==> src/rtl/dmem_access_ctrl.sv <==
// MEM-stage sequencer for a variable-latency req/ack data memory: issues aligned
// loads/stores, stalls the pipeline until the response arrives, and extends load data.
module dmem_access_ctrl #(
  parameter int unsigned TIMEOUT_CYCLES = 255,
  parameter int unsigned CNT_W          = 8
) (
  input  logic        clk,
  input  logic        resetn,
  input  logic        i_mem_read,
  input  logic        i_mem_write,
  input  logic [2:0]  i_mem_funct3,
  input  logic [31:0] i_mem_addr,
  input  logic [31:0] i_mem_wdata,
  output logic        o_dmem_req,
  output logic        o_dmem_we,
  output logic [31:0] o_dmem_addr,
  output logic [31:0] o_dmem_wdata,
  output logic [3:0]  o_dmem_wstrb,
  input  logic        i_dmem_ack,
  input  logic        i_dmem_err,
  input  logic [31:0] i_dmem_rdata,
  output logic        o_stall,
  output logic        o_wb_kill,
  output logic [31:0] o_load_data,
  output logic        o_misalign,
  output logic        o_bus_err
);

  typedef enum logic [1:0] {IDLE, BUSY, DONE} state_e;

  localparam logic [CNT_W-1:0] CntLast = CNT_W'(TIMEOUT_CYCLES - 1);

  state_e           state_q, state_d;
  logic [CNT_W-1:0] cnt_q, cnt_d;
  logic             req_q, req_d;
  logic             we_q, we_d;
  logic [31:0]      addr_q, addr_d;
  logic [31:0]      wdata_q, wdata_d;
  logic [3:0]       wstrb_q, wstrb_d;
  logic [2:0]       funct3_q, funct3_d;
  logic [1:0]       offset_q, offset_d;
  logic [31:0]      loadData_q, loadData_d;
  logic             misalign_q, misalign_d;
  logic             busErr_q, busErr_d;

  logic             isAccess;
  logic             aligned;
  logic             start;
  logic [3:0]       reqStrb;
  logic [31:0]      reqWdata;
  logic [31:0]      laneShifted;
  logic [31:0]      loadExt;

  // funct3[1:0] encodes the access size: 00 byte, 01 half, anything else a word.
  always_comb begin
    isAccess = i_mem_read | i_mem_write;
    case (i_mem_funct3[1:0])
      2'b00: begin
        aligned  = 1'b1;
        reqStrb  = 4'b0001 << i_mem_addr[1:0];
        reqWdata = {4{i_mem_wdata[7:0]}};
      end
      2'b01: begin
        aligned  = ~i_mem_addr[0];
        reqStrb  = 4'b0011 << i_mem_addr[1:0];
        reqWdata = {2{i_mem_wdata[15:0]}};
      end
      default: begin
        aligned  = (i_mem_addr[1:0] == 2'b00);
        reqStrb  = 4'b1111;
        reqWdata = i_mem_wdata;
      end
    endcase
    if (!i_mem_write) begin
      reqStrb = 4'b0000;
    end
    start = isAccess & aligned;
  end

  always_comb begin
    laneShifted = i_dmem_rdata >> {offset_q, 3'b000};
    case (funct3_q[1:0])
      2'b00:   loadExt = funct3_q[2] ? {24'b0, laneShifted[7:0]}
                                     : {{24{laneShifted[7]}}, laneShifted[7:0]};
      2'b01:   loadExt = funct3_q[2] ? {16'b0, laneShifted[15:0]}
                                     : {{16{laneShifted[15]}}, laneShifted[15:0]};
      default: loadExt = i_dmem_rdata;
    endcase
  end

  always_comb begin
    state_d    = state_q;
    cnt_d      = cnt_q;
    req_d      = req_q;
    we_d       = we_q;
    addr_d     = addr_q;
    wdata_d    = wdata_q;
    wstrb_d    = wstrb_q;
    funct3_d   = funct3_q;
    offset_d   = offset_q;
    loadData_d = loadData_q;
    misalign_d = 1'b0;
    busErr_d   = 1'b0;
    o_stall    = 1'b0;
    o_wb_kill  = 1'b0;
    case (state_q)
      IDLE: begin
        if (start) begin
          o_stall   = 1'b1;
          o_wb_kill = 1'b1;
          req_d     = 1'b1;
          we_d      = i_mem_write;
          addr_d    = {i_mem_addr[31:2], 2'b00};
          wdata_d   = reqWdata;
          wstrb_d   = reqStrb;
          funct3_d  = i_mem_funct3;
          offset_d  = i_mem_addr[1:0];
          cnt_d     = '0;
          state_d   = BUSY;
        end else if (isAccess) begin
          misalign_d = 1'b1;
        end
      end
      BUSY: begin
        o_stall   = 1'b1;
        o_wb_kill = 1'b1;
        // A timeout is handled exactly like a bus error; err also beats a same-cycle ack.
        if (i_dmem_err || (!i_dmem_ack && (cnt_q == CntLast))) begin
          loadData_d = '0;
          busErr_d   = 1'b1;
          req_d      = 1'b0;
          state_d    = DONE;
        end else if (i_dmem_ack) begin
          loadData_d = we_q ? 32'h0 : loadExt;
          req_d      = 1'b0;
          state_d    = DONE;
        end else begin
          cnt_d = cnt_q + CNT_W'(1);
        end
      end
      DONE: begin
        state_d = IDLE;
      end
      default: begin
        state_d = IDLE;
      end
    endcase
  end

  always_ff @(posedge clk or negedge resetn) begin
    if (!resetn) begin
      state_q    <= IDLE;
      cnt_q      <= '0;
      req_q      <= 1'b0;
      we_q       <= 1'b0;
      addr_q     <= '0;
      wdata_q    <= '0;
      wstrb_q    <= '0;
      funct3_q   <= '0;
      offset_q   <= '0;
      loadData_q <= '0;
      misalign_q <= 1'b0;
      busErr_q   <= 1'b0;
    end else begin
      state_q    <= state_d;
      cnt_q      <= cnt_d;
      req_q      <= req_d;
      we_q       <= we_d;
      addr_q     <= addr_d;
      wdata_q    <= wdata_d;
      wstrb_q    <= wstrb_d;
      funct3_q   <= funct3_d;
      offset_q   <= offset_d;
      loadData_q <= loadData_d;
      misalign_q <= misalign_d;
      busErr_q   <= busErr_d;
    end
  end

  assign o_dmem_req   = req_q;
  assign o_dmem_we    = we_q;
  assign o_dmem_addr  = addr_q;
  assign o_dmem_wdata = wdata_q;
  assign o_dmem_wstrb = wstrb_q;
  assign o_load_data  = loadData_q;
  assign o_misalign   = misalign_q;
  assign o_bus_err    = busErr_q;

endmodule

==> config.mk <==
export PLATFORM = sky130hd
export DESIGN_NAME = dmem_access_ctrl
export DESIGN_NICKNAME = d
export VERILOG_FILES = /design/src/rtl/dmem_access_ctrl.sv
export SDC_FILE = /design/constraint.sdc
export NUM_CORES = 1
export LEC_CHECK = 0
export CAP_MARGIN = 10
export CORE_MARGIN = 1.5
export CORE_UTILIZATION = 44
export CTS_CLUSTER_DIAMETER = 60
export DETAILED_ROUTE_END_ITERATION = 12
export GPL_TIMING_DRIVEN = 0
export PLACE_DENSITY_LB_ADDON = 0.3
export SKIP_CTS_REPAIR_TIMING = 1
export SYNTH_ARGS = -nofsm -noshare
export SYNTH_HDL_FRONTEND = slang
export SYNTH_SLANG_ARGS = --single-unit
export TNS_END_PERCENT = 50
==> constraint.sdc <==
create_clock -name clk -period 2.55 [get_ports clk]
set_clock_uncertainty 0.15 [all_clocks]
set_input_delay 0.255 -clock clk [delete_from_list [all_inputs] [get_ports clk]]
set_output_delay 0.255 -clock clk [all_outputs]
set_load 0.02 [all_outputs]
==> run metrics <==
vias in the first global route=between 5000 and 6000; post-route minimum period=around 2.3 ns; startpoint types=flop; dpl cells=916; effective utilization at floorplan=0.451; Mapped Area=~5400 um2; Chip Width=between 100 and 150 um; r2r setup slk=0.27 ns; max cap viols=0; die height=114 um; root buf cell=clkbuf_16; fraction of registers with async set/reset=1.00; worst flop-to-flop path startpoint=cnt_q[0]; number of top-level pins=around 210; gr usage total=0.262; hpwl dp=~12 mm; synth top area cells=dfrtp_1 54%, nand2_1 12%, mux2i_1 6.5%; RSZ-0062 raised after global routing=no; HP Start=i_mem_write; Clock Tree Buf Depth=2; filler instances=927; number of synthesized register bits=about 120; cell count after synthesis=560; post-synthesis sequential area ratio=0.540; layout cells sized above 1=0.0773; Routed WL=16.7 mm; type of destination of the critical path=flop; peak supply drop=between 600 and 700 uV; Starting DRT DRC Count=366; DRT antenna net count=0; drt first pass iters=5; Hold Crit Depth=3; Max Fclk=439 MHz; Core Region=around 12000 um2; initial antenna violation count=0; total CTS buffers=17; Worst-Margin Slew=~0.9 ns; Placer Congestion=between 0.8 and 0.9; LEAKAGE=approximately 3.9 nW; WL/cell=around 18 um; Pins Over Slew Limit=0; die area=13000 um2; first-pass GRT wire length=~26 mm; number of synthesized flops with an enable pin=0; Layout Nets=896; run status=finished, final reports clean; Final period util=0.894; Hold Vio Cnt, Final=0; crit path DAT=~2.4 ns; Final setup violation count=0; Worst Setup Path Type=reg2reg; vias=between 5000 and 6000; worst skew pair latency=around 0.40 ns; Max H-tree Level=4; Area Overhead vs Synth=54.9%; top_reg_cell synth=dfrtp_1; Via density=approximately 5.5; top cell type's share of synthesized area=0.540; largest area contributor in the synthesized netlist=dfrtp_1; row count=40; clock-pin slew on the worst setup and hold paths=~0.05 ns; CTS tree=built; Min-Delay Path Class=in2reg; Critical R2R Capture=o_load_data[23]; antenna cells=0; grt ovf=0; DRC=0; largest net degree at the start of global routing=62; fin cells=~950; Post-Syn Area per Cell=approximately 9.7 um2; hold worst-path end=o_dmem_we; CP max FO=10; PD cells=1090 nW/um2; CP required=2.68 ns; FF-to-FF path depth=8; relative slew slack=0.392; PortBufs=207; clk sinks=approximately 120; library cells used by synthesis=approximately 50; total negative slack=0 ns; synth warn=0
## area by class of cell
class / count / area [um2] / area share
clock buffers: 22 / 474 / 0.0565
repair buffers: 209 / 2120 / 0.252
clock inverters: 10 / 175 / 0.0209
well taps: 147 / 184 / 0.0219
inverters: 9 / 33.8 / 0.00402
flip-flops and latches: 117 / 2930 / 0.349
plain buffers: 41 / 210 / 0.0250
multi-input cells: 394 / 2270 / 0.271
## flip-flops by register name (all words and copies together) (netlist names), 2 cells and up
name,count
o_dmem_wdata,32
o_load_data,32
o_dmem_addr,30
cnt_q,8
o_dmem_wstrb,4
funct3_q,3
offset_q,2
state_q,2
## worst max-delay path: stages, from the launching register on
cell and delay [ns]:
dfrtp_1 0.40, inv_1 0.07, ha_1 0.19, nand3_1 0.18, o21ai_1 0.27, nand2b_1 0.08, buf_2 0.18, clkbuf_1 0.26
a221o_1 0.37
## layer usage
layer  GRT usage  routed length, um
met1       0.335               7080
met2       0.430               8110
met3      0.0654               1180
met4       0.106                294
met5           0                  0
## worst max path at each step
stage                     slack (ns)       startpoint  cells after the start              end
final                           0.27         cnt_q[0]                      8  o_load_data[23]
after global routing            0.10       state_q[1]                      5  o_load_data[12]
after CTS                      -0.66  i_mem_funct3[0]                      7        o_wb_kill
after detailed placement       -0.62  i_mem_funct3[0]                      7        o_wb_kill
after global placement         -3.33           resetn                      1  o_dmem_addr[18]
after floorplan                 0.50  i_mem_funct3[1]                      5        o_wb_kill
## cells in the mapped netlist (3+ instances only)
library cell,count
a21oi_1,12
a221o_1,24
a22o_1,9
and2_1,7
buf_1,5
buf_2,12
buf_4,3
buf_6,3
clkbuf_1,18
dfrtp_1,117
inv_1,7
mux2i_1,35
nand2_1,174
nand2b_1,3
nor2_1,27
nor3_1,5
o211ai_1,11
o21ai_0,17
o21ai_1,22
o22ai_1,8
o31ai_1,8
xor2_1,3
## per-stage QoR
step | hold slack, ns | cell area [um2] | total power [mW] | setup slack (ns) | util
5_1_grt | 0.102 | 8400 | 9.56 | 0.104 | 0.699
3_5_place_dp | 0.105 | 7710 | 6.52 | -0.623 | 0.642
6_report | 0.0703 | 8400 | 9.13 | 0.270 | 0.699
3_3_place_gp | 0.307 | 7680 | 6.41 | -3.33 | 0.639
4_1_cts | -0.325 | 8360 | 9.16 | -0.661 | 0.696
2_1_floorplan | -0.191 | 5420 | 4.69 | 0.504 | -
## cells in the final DEF (no fill, tap or decap), types with 2 or more instances in the layout
master	Yosys	layout
clkdlybuf4s50_1	0	204
nand2_1	174	174
dfrtp_1	117	117
mux2i_1	35	35
nor2_1	27	26
a221o_1	24	24
o21ai_1	22	22
clkbuf_1	18	20
o21ai_0	17	17
clkbuf_16	0	17
buf_2	12	12
o211ai_1	11	11
a21oi_1	12	10
a22o_1	9	9
o22ai_1	8	8
o31ai_1	8	8
inv_1	7	7
and2_1	7	7
buf_6	3	5
nor3_1	5	5
clkinv_2	0	5
bufinv_16	0	5
buf_1	5	4
nand2b_1	3	3
xor2_1	3	3
buf_4	3	3
clkbuf_8	0	3
a21oi_2	0	2
inv_2	2	2
nand3b_1	2	2
ha_1	2	2
conb_1	1	2
dlymetal6s2s_1	0	2
## where the power goes
group          internal [mW]  switching [mW]
Sequential              2.48           0.398
Clock                   1.80           0.805
Combinational           1.71            1.95
## logic make-up after synthesis
group                      count (synthesis)  synth area share
muxes                                     36            0.0674
AOI/OAI and AO/OA                        120             0.160
and+or+nand+nor                          231             0.178
other                                      1          0.000692
xor gates and xnor gates                   3           0.00485
DFF                                      117             0.540
adders and majority gates                  2           0.00462
buffers and inverters                     50            0.0436
(Power assumes the default switching activity.)
